File: config.mk
export PLATFORM = sky130hd
export DESIGN_NAME = bomb_fuse_scheduler
export DESIGN_NICKNAME = d
export VERILOG_FILES = /design/src/rtl/bomb_fuse_scheduler.sv
export SDC_FILE = /design/constraint.sdc
export NUM_CORES = 1
export LEC_CHECK = 0
export BUFFER_PORTS_ARGS = -buffer_cell sky130_fd_sc_hd__buf_4
export CELL_PAD_IN_SITES_DETAIL_PLACEMENT = 0
export CELL_PAD_IN_SITES_GLOBAL_PLACEMENT = 1
export CORE_ASPECT_RATIO = 1.75
export CORE_MARGIN = 2
export CORE_UTILIZATION = 44
export CTS_BUF_LIST = sky130_fd_sc_hd__clkbuf_8 sky130_fd_sc_hd__clkbuf_16
export DETAILED_ROUTE_END_ITERATION = 12
export GPL_ROUTABILITY_DRIVEN = 0
export PLACE_DENSITY_LB_ADDON = 0.1
export SETUP_SLACK_MARGIN = 0.15
export SYNTH_ARGS = -nofsm -noshare
export SYNTH_HDL_FRONTEND = slang
export SYNTH_SLANG_ARGS = --single-unit
File: constraint.sdc
create_clock -name clk -period 2.12 [get_ports clk]
set_input_delay 0.212 -clock clk [delete_from_list [all_inputs] [get_ports clk]]
set_output_delay 0.212 -clock clk [all_outputs]
set_load 0.05 [all_outputs]
File: src/rtl/bomb_fuse_scheduler.sv
// rtl/bomb_fuse_scheduler.sv - four-slot bomb fuse timer with round-robin explosion output
module bomb_fuse_scheduler #(
    parameter int TICK_DIV   = 100000000,
    parameter int FUSE_TICKS = 3
) (
    input  logic       clk,
    input  logic       rst,
    input  logic       arm_req,
    input  logic [7:0] arm_pos,
    output logic       arm_ack,
    output logic       arm_full,
    input  logic       pause,
    output logic       explode_valid,
    output logic [7:0] explode_pos,
    output logic [1:0] explode_slot,
    input  logic       explode_ready,
    output logic [3:0] active,
    output logic       tick
);

    localparam int             CW        = (TICK_DIV > 1) ? $clog2(TICK_DIV) : 1;
    localparam logic [CW-1:0]  PRE_MAX   = CW'(TICK_DIV - 1);
    localparam logic [3:0]     FUSE_INIT = 4'(FUSE_TICKS);

    typedef enum logic [1:0] {
        FREE    = 2'd0,
        BURNING = 2'd1,
        EXPIRED = 2'd2
    } slot_state_t;

    // Registered state
    logic [CW-1:0] pre_cnt;
    slot_state_t   slot_st  [4];
    logic [7:0]    slot_pos [4];
    logic [3:0]    slot_rem [4];
    logic [1:0]    rr_last;

    // Next-state values
    logic [CW-1:0] pre_cnt_nxt;
    logic          tick_nxt;
    slot_state_t   slot_st_nxt  [4];
    logic [7:0]    slot_pos_nxt [4];
    logic [3:0]    slot_rem_nxt [4];
    logic [1:0]    rr_last_nxt;
    logic          valid_nxt;
    logic [7:0]    epos_nxt;
    logic [1:0]    eslot_nxt;
    logic [3:0]    active_nxt;

    // Selection helpers
    logic          arm_hit;
    logic [1:0]    arm_idx;
    logic          arm_fire;
    logic          exp_hit;
    logic [1:0]    exp_idx;
    logic [1:0]    cand;
    logic          out_load;

    // Arm is accepted whenever the registered full flag is clear.
    assign arm_ack  = arm_req & ~arm_full;
    assign arm_fire = arm_ack & arm_hit;
    assign out_load = ~explode_valid | explode_ready;

    // Lowest-index FREE slot receives the next armed bomb.
    always_comb begin
        arm_hit = 1'b0;
        arm_idx = 2'd0;
        for (int i = 3; i >= 0; i--) begin
            if (slot_st[i] == FREE) begin
                arm_hit = 1'b1;
                arm_idx = 2'(i);
            end
        end
    end

    // Round-robin search for an EXPIRED slot, starting one past the last served.
    always_comb begin
        exp_hit = 1'b0;
        exp_idx = rr_last;
        cand    = 2'd0;
        for (int k = 4; k >= 1; k--) begin
            cand = rr_last + 2'(k);
            if (slot_st[cand] == EXPIRED) begin
                exp_hit = 1'b1;
                exp_idx = cand;
            end
        end
    end

    // Tick prescaler: holds while paused, strobes tick for one cycle on wrap.
    always_comb begin
        pre_cnt_nxt = pre_cnt;
        tick_nxt    = 1'b0;
        if (!pause) begin
            if (pre_cnt == PRE_MAX) begin
                pre_cnt_nxt = '0;
                tick_nxt    = 1'b1;
            end else begin
                pre_cnt_nxt = pre_cnt + 1'b1;
            end
        end
    end

    // Slot countdown, output register loading and arming.
    always_comb begin
        slot_st_nxt  = slot_st;
        slot_pos_nxt = slot_pos;
        slot_rem_nxt = slot_rem;
        rr_last_nxt  = rr_last;
        valid_nxt    = explode_valid;
        epos_nxt     = explode_pos;
        eslot_nxt    = explode_slot;
        active_nxt   = 4'd0;

        // A slot being armed is FREE this cycle, so the tick never touches it.
        for (int i = 0; i < 4; i++) begin
            if (tick && slot_st[i] == BURNING) begin
                if (slot_rem[i] == 4'd1) begin
                    slot_st_nxt[i]  = EXPIRED;
                    slot_rem_nxt[i] = 4'd0;
                end else begin
                    slot_rem_nxt[i] = slot_rem[i] - 4'd1;
                end
            end
        end

        if (out_load) begin
            if (exp_hit) begin
                valid_nxt            = 1'b1;
                epos_nxt             = slot_pos[exp_idx];
                eslot_nxt            = exp_idx;
                rr_last_nxt          = exp_idx;
                slot_st_nxt[exp_idx] = FREE;
            end else begin
                valid_nxt = 1'b0;
            end
        end

        if (arm_fire) begin
            slot_st_nxt[arm_idx]  = BURNING;
            slot_pos_nxt[arm_idx] = arm_pos;
            slot_rem_nxt[arm_idx] = FUSE_INIT;
        end

        for (int i = 0; i < 4; i++) begin
            active_nxt[i] = (slot_st_nxt[i] != FREE);
        end
    end

    // State and output registers.
    always_ff @(posedge clk or negedge rst) begin
        if (!rst) begin
            pre_cnt       <= '0;
            tick          <= 1'b0;
            rr_last       <= 2'd3;
            explode_valid <= 1'b0;
            explode_pos   <= 8'd0;
            explode_slot  <= 2'd0;
            active        <= 4'd0;
            arm_full      <= 1'b0;
            for (int i = 0; i < 4; i++) begin
                slot_st[i]  <= FREE;
                slot_pos[i] <= 8'd0;
                slot_rem[i] <= 4'd0;
            end
        end else begin
            pre_cnt       <= pre_cnt_nxt;
            tick          <= tick_nxt;
            rr_last       <= rr_last_nxt;
            explode_valid <= valid_nxt;
            explode_pos   <= epos_nxt;
            explode_slot  <= eslot_nxt;
            active        <= active_nxt;
            arm_full      <= &active_nxt;
            slot_st       <= slot_st_nxt;
            slot_pos      <= slot_pos_nxt;
            slot_rem      <= slot_rem_nxt;
        end
    end

endmodule

---- Word level (Yosys, flattened, before mapping) ----
Index checks and enable logic that the tools add are counted.
operators by class
  add/sub/neg operators ................... 8
  order comparisons ....................... 8
  eq/ne operators ......................... 13
  mux-type cells .......................... 63
  bitwise logic cells ..................... 19
  reduce and logical (&&, ||, !) cells .... 16
operator list
  kind                     count
  $mux W2                  25
  $mux W8                  6
  $mux W4                  9
  $bwmux W32               1
  $add A27 B1 Y27 const B  1
  $eq A27 B27 Y1 const B   1
  $mux W27                 1
  $ge A3 B3 Y1 const B     6
  $not A2 Y3               6
  $and A8 B8 Y8            2
  $bmux W2 S2              4
  $bmux W8 S2              1
  $demux W8 S2             1
  $eq A4 B1 Y1 const B     4
  $mux W16                 1
  $not A8 Y8               2
  $sub A4 B1 Y4 const B    4
  $mux W1                  11
  $demux W2 S2             2
  $demux W4 S2             1
  $eq A2 B1 Y1 const B     4
  $eq A2 B2 Y1 const B     4
  $logic_not A2 Y1         4
  $or A8 B8 Y8             1
  other kinds (13)         25
storage, ports and cells
  register bits after elaboration ......... 102
  input port bits ......................... 13
  logic and storage cells ................. 147

---- Longest topological paths before layout ----
  depth in word-level cells ............... 22
  depth in mapped cells ................... 8
  depth with buffers taken out ............ 8

---- Least setup slack after synthesis ----
No wires, ideal clock.
  path kind ............................... register -> register
  from .................................... reg arm_full
  to ...................................... reg slot_pos[0] in the netlist's numbering
  library setup time ...................... 117 ps
  arrival time ............................ 2685 ps
  path slack .............................. -682 ps
  stages on the path, launching flop included .. 7
  clock period less this slack ............ 2802 ps
  path through ............................ dfrtp_1 -> nor2b_1 -> o221ai_1 -> or4_1 -> clkbuf_1 -> nand2_1 -> nand2_1
on the way
  word-level cells in the longest chain between the ends .. 3
RTL lines
  what                    line  source
  from (decl)             11    output logic arm_full,
  from (signal assigned)  174   arm_full <= &active_nxt;
  $not A1 Y1              60    assign arm_ack = arm_req & ~arm_full;
  $and A1 B1 Y1           60
  net arm_ack             10    output logic arm_ack,
  $and A1 B1 Y1           61    assign arm_fire = arm_ack & arm_hit;
  to (signal assigned)    176   slot_pos <= slot_pos_nxt;
  to (decl)               34    logic [7:0] slot_pos [4];
The timed path passes the listed nets, and every way through them passes these cells.
A chain may end at the register's enable or synchronous reset.

---- Worst setup path after layout ----
  from .................................... reg slot_st[4] in the netlist's numbering
  to ...................................... reg explode_pos[0]
on the way
  word-level cells in the longest chain between the ends .. 11
RTL lines
  what                                        line  source
  from (decl)                                 33    slot_state_t slot_st [4];
  from (signal assigned)                      175   slot_st <= slot_st_nxt;
  $bmux W2 S2                                 83    if (slot_st[cand] == EXPIRED) begin
  $mux W2 (implied by the code) (2 in a row)  83
  $eq A2 B2 Y1                                83
  $mux W2 (3 in a row)                        83
  $not A2 Y3 (implied by the code)            130   epos_nxt = slot_pos[exp_idx];
  $bmux W8 S2                                 130
  $mux W8 (implied by the code) (2 in a row)  130
  to (signal assigned)                        171   explode_pos <= epos_nxt;
  to (decl)                                   14    output logic [7:0] explode_pos,
Parallel ways exist; a longest one is shown, timed or not. The select of a mux whose other input is x is not followed.

==> out/qor.yml <==
synthesis:
  syn_area_per_cell_um2: 10.7
  synth.area.top_cells: "dfrtp_1 51%, mux2_2 5.5%, nand2_1 4.4%"
  syn_inst: 458
  synth-edff-count: 0
  ys_seq_elements: 102
  yosysWarnings: 0
  yosysSeqAreaShare_pct: 52.2
  synthesis.nets: 480
  synth-main-ff-cell: "dfrtp_1"
  synth.cell_area_um2: 4900
  synth_top_area_share_pct: 51.1
  synth.largest_area_cell: "dfrtp_1"
  synth_async_sr_flop_share_pct: 100
  ys_types: 53
sta:
  timing.hold.ws_ps: 71.7
  grt_setup_unrepaired: "true"
  post-route-period-util_pct: 101
  hold_violations: 0
  setup_viol: 5
  fin_skew_ps: 8.24
  max_freq_mhz: 465
  max_slew_margin_pct: 70.7
  drv_slew: 0
  period_minus_slack_ps: 2150
  worst_slew_pin_slew_ps: 440
  setup_ws_ps: -29.7
setup_path:
  worstPathRequired_ps: 2350
  crit_path_end_kind: "register"
  worst-path-max-fanout: 6
  crit_arrival_ps: 2380
  critical_path_class: "register to register"
  cp-start-kind: "register"
grt:
  grtUsageMet2_pct: 34.6
  grt_busiest_layer: "met2"
  antenna_found_initial: 0
  grt_overflow: 0
  gr-usage-met1_pct: 21.8
  grt_start_max_net_pins: 50
  grt_use_total_pct: 19.1
  grt_pass1_vias: 3691
  met3_usage_pct: 3.39
  grt_pass1_wl_mm: 18.0
clock_tree:
  clock-sinks: 102
  cts.clk_slew.worst_paths_ps: 70
  h-tree-depth: 3
  cts_made_buffers: 9
  cts_root_buf: "clkbuf_16"
  insertion_delay_ps: 350
  cts_tree: "yes"
  clockBufferDepth: 2
floorplan:
  core_area_um2: 11000
  initial_utilization_pct: 44.6
  dieArea_um2: 12000
  die_w_um: 83.8
  ios: 31
  die_y_um: 144
  row_count: 51
finish:
  fin_nets: 546
  drive_gt1_share_pct: 26.3
  regArea_um2: 2560
  nFillCells: 999
  multi_input_area_um2: 2270
  antenna_cells: 0
  syn2layout_area_growth_pct: 20.7
power_and_ir_drop:
  power.density_nw_per_um2: 1020
  leakage_nw: 2.81
  vdd_drop_max_mv: 0.698
  design_power_total_mw: 6.02
route:
  vias_per_cell: 5.41
  drtIter0Drc: 214
  totalWireLength_mm: 10.7
  vias: 3574
  wl_per_cell_um: 16.2
  drtPass1Iterations: 4
  drc: 0
  postRouteAntennaNets: 0
run:
  cap_violations: 0
placement:
  port_buffers: 30
  hpwlAfterDp_mm: 7.67
run_status:
  outcome: "finished with violations"
  violations: "negative setup slack"
worst_hold_path:
  hp-class: "input port to register"
==> critical path: stages (launching register included) <==
cell      delay [ps]
dfrtp_2          400
or4b_4           540
o31a_4           130
o211ai_4          90
buf_12           160
mux2_4           290
a222oi_1         280
a21oi_1          120
==> synth_stat cells, drive strengths merged (3+ instances only) <==
| master | n |
|---|---|
| ha | 9 |
| clkbuf | 5 |
| and3 | 7 |
| nor3 | 12 |
| nand4b | 4 |
| o21ai | 5 |
| nand2b | 6 |
| a21oi | 20 |
| nand3 | 21 |
| mux2i | 7 |
| dfrtp | 100 |
| o21a | 3 |
| xnor2 | 12 |
| xor2 | 14 |
| and2b | 3 |
| nor4b | 3 |
| inv | 17 |
| o221ai | 5 |
| nor2b | 5 |
| or4 | 3 |
| o211ai | 4 |
| nand3b | 5 |
| buf | 9 |
| nor4 | 4 |
| or3 | 3 |
| nand2 | 57 |
| mux2 | 29 |
| a222oi | 5 |
| nor2 | 43 |
| or2 | 4 |
| o31ai | 3 |
| nand4 | 8 |
| nor3b | 5 |
| a211o | 4 |
==> metrics by stage <==
step / util [%] / setup TNS (ps) / instances / cell area (µm²) / setup slack [ps]
3_5_place_dp: 50.4 / 0 / 638 / 5530 / 9.69
4_1_cts: 53.2 / 0 / 657 / 5840 / 7.81
5_1_grt: 53.8 / -532 / 661 / 5910 / -151
2_1_floorplan: - / 0 / 458 / 4950 / 65.1
3_3_place_gp: 50.4 / 0 / 638 / 5530 / 35.5
6_report: 53.8 / -72.5 / 661 / 5910 / -29.7
==> flip-flops by register name, summed over array words and instances (netlist names), 2 cells and up <==
register,count
active,4
explode_pos,8
explode_slot,2
pre_cnt,27
rr_last,2
slot_pos,32
slot_rem,16
slot_st,8
==> metal layers <==
| metal | vias up | routed length (µm) |
|---|---|---|
| met5 | - | 0 |
| met4 | 0 | 242 |
| met3 | 15 | 258 |
| met2 | 42 | 5890 |
| met1 | 1778 | 4350 |
| li1 | 1739 | - |
==> kinds of logic after synthesis <==
kind of cell	synth area share [%]
buffers and inverters	2.78
AOI/OAI and AO/OA	8.84
adders and majority gates	2.30
DFF	52.2
and+or+nand+nor	20.8
muxes	8.48
xor gates and xnor gates	4.65
==> final timing paths <==
path                            depth (start not counted)  slack (ps)         from             end
worst min-delay path                                    3          70   arm_pos[5]     slot_pos[5]
worst min register to register                          2         480  slot_pos[5]     slot_pos[5]
worst max register to register                          7         -30   slot_st[4]  explode_pos[0]
worst max-delay path                                    7         -30   slot_st[4]  explode_pos[0]
max in group asynchronous                               3        1090          rst     slot_rem[2]
min in group asynchronous                               2         340          rst    slot_rem[10]
==> final cells by class <==
cell class	instances	area share [%]
clock buffers	11	4.28
inverters	17	1.08
repair buffers	69	9.65
well taps	132	2.79
flip-flops and latches	102	43.3
clock inverters	5	0.572
multi-input cells	325	38.3
==> timing repair <==
| action | CTS | global route |
|---|---|---|
| resized for setup | 0 | 5 |
| pin swaps | 0 | 4 |
| hold buffers | 1 | 0 |
| buffers inserted | 2 | 4 |
| endpoints found under the setup margin | 5 | 28 |
| hold endpoints to repair | 28 | 0 |
==> cell usage in the layout (no fill, tap or decap), types with 12 or more instances in the layout <==
cell type,instances
dfrtp_1,98
buf_4,64
nand2_1,57
nor2_1,43
mux2_2,24
nand3_1,21
a21oi_1,20
inv_1,18
xor2_1,14
xnor2_1,12
==> report_power, final <==
group / switching [mW] / internal, mW
registers: 0.239 / 2.29
clock network: 0.738 / 0.861
logic: 1.11 / 0.785
total: 2.09 / 3.93
No activity file was read; power rests on OpenSTA's default activity.
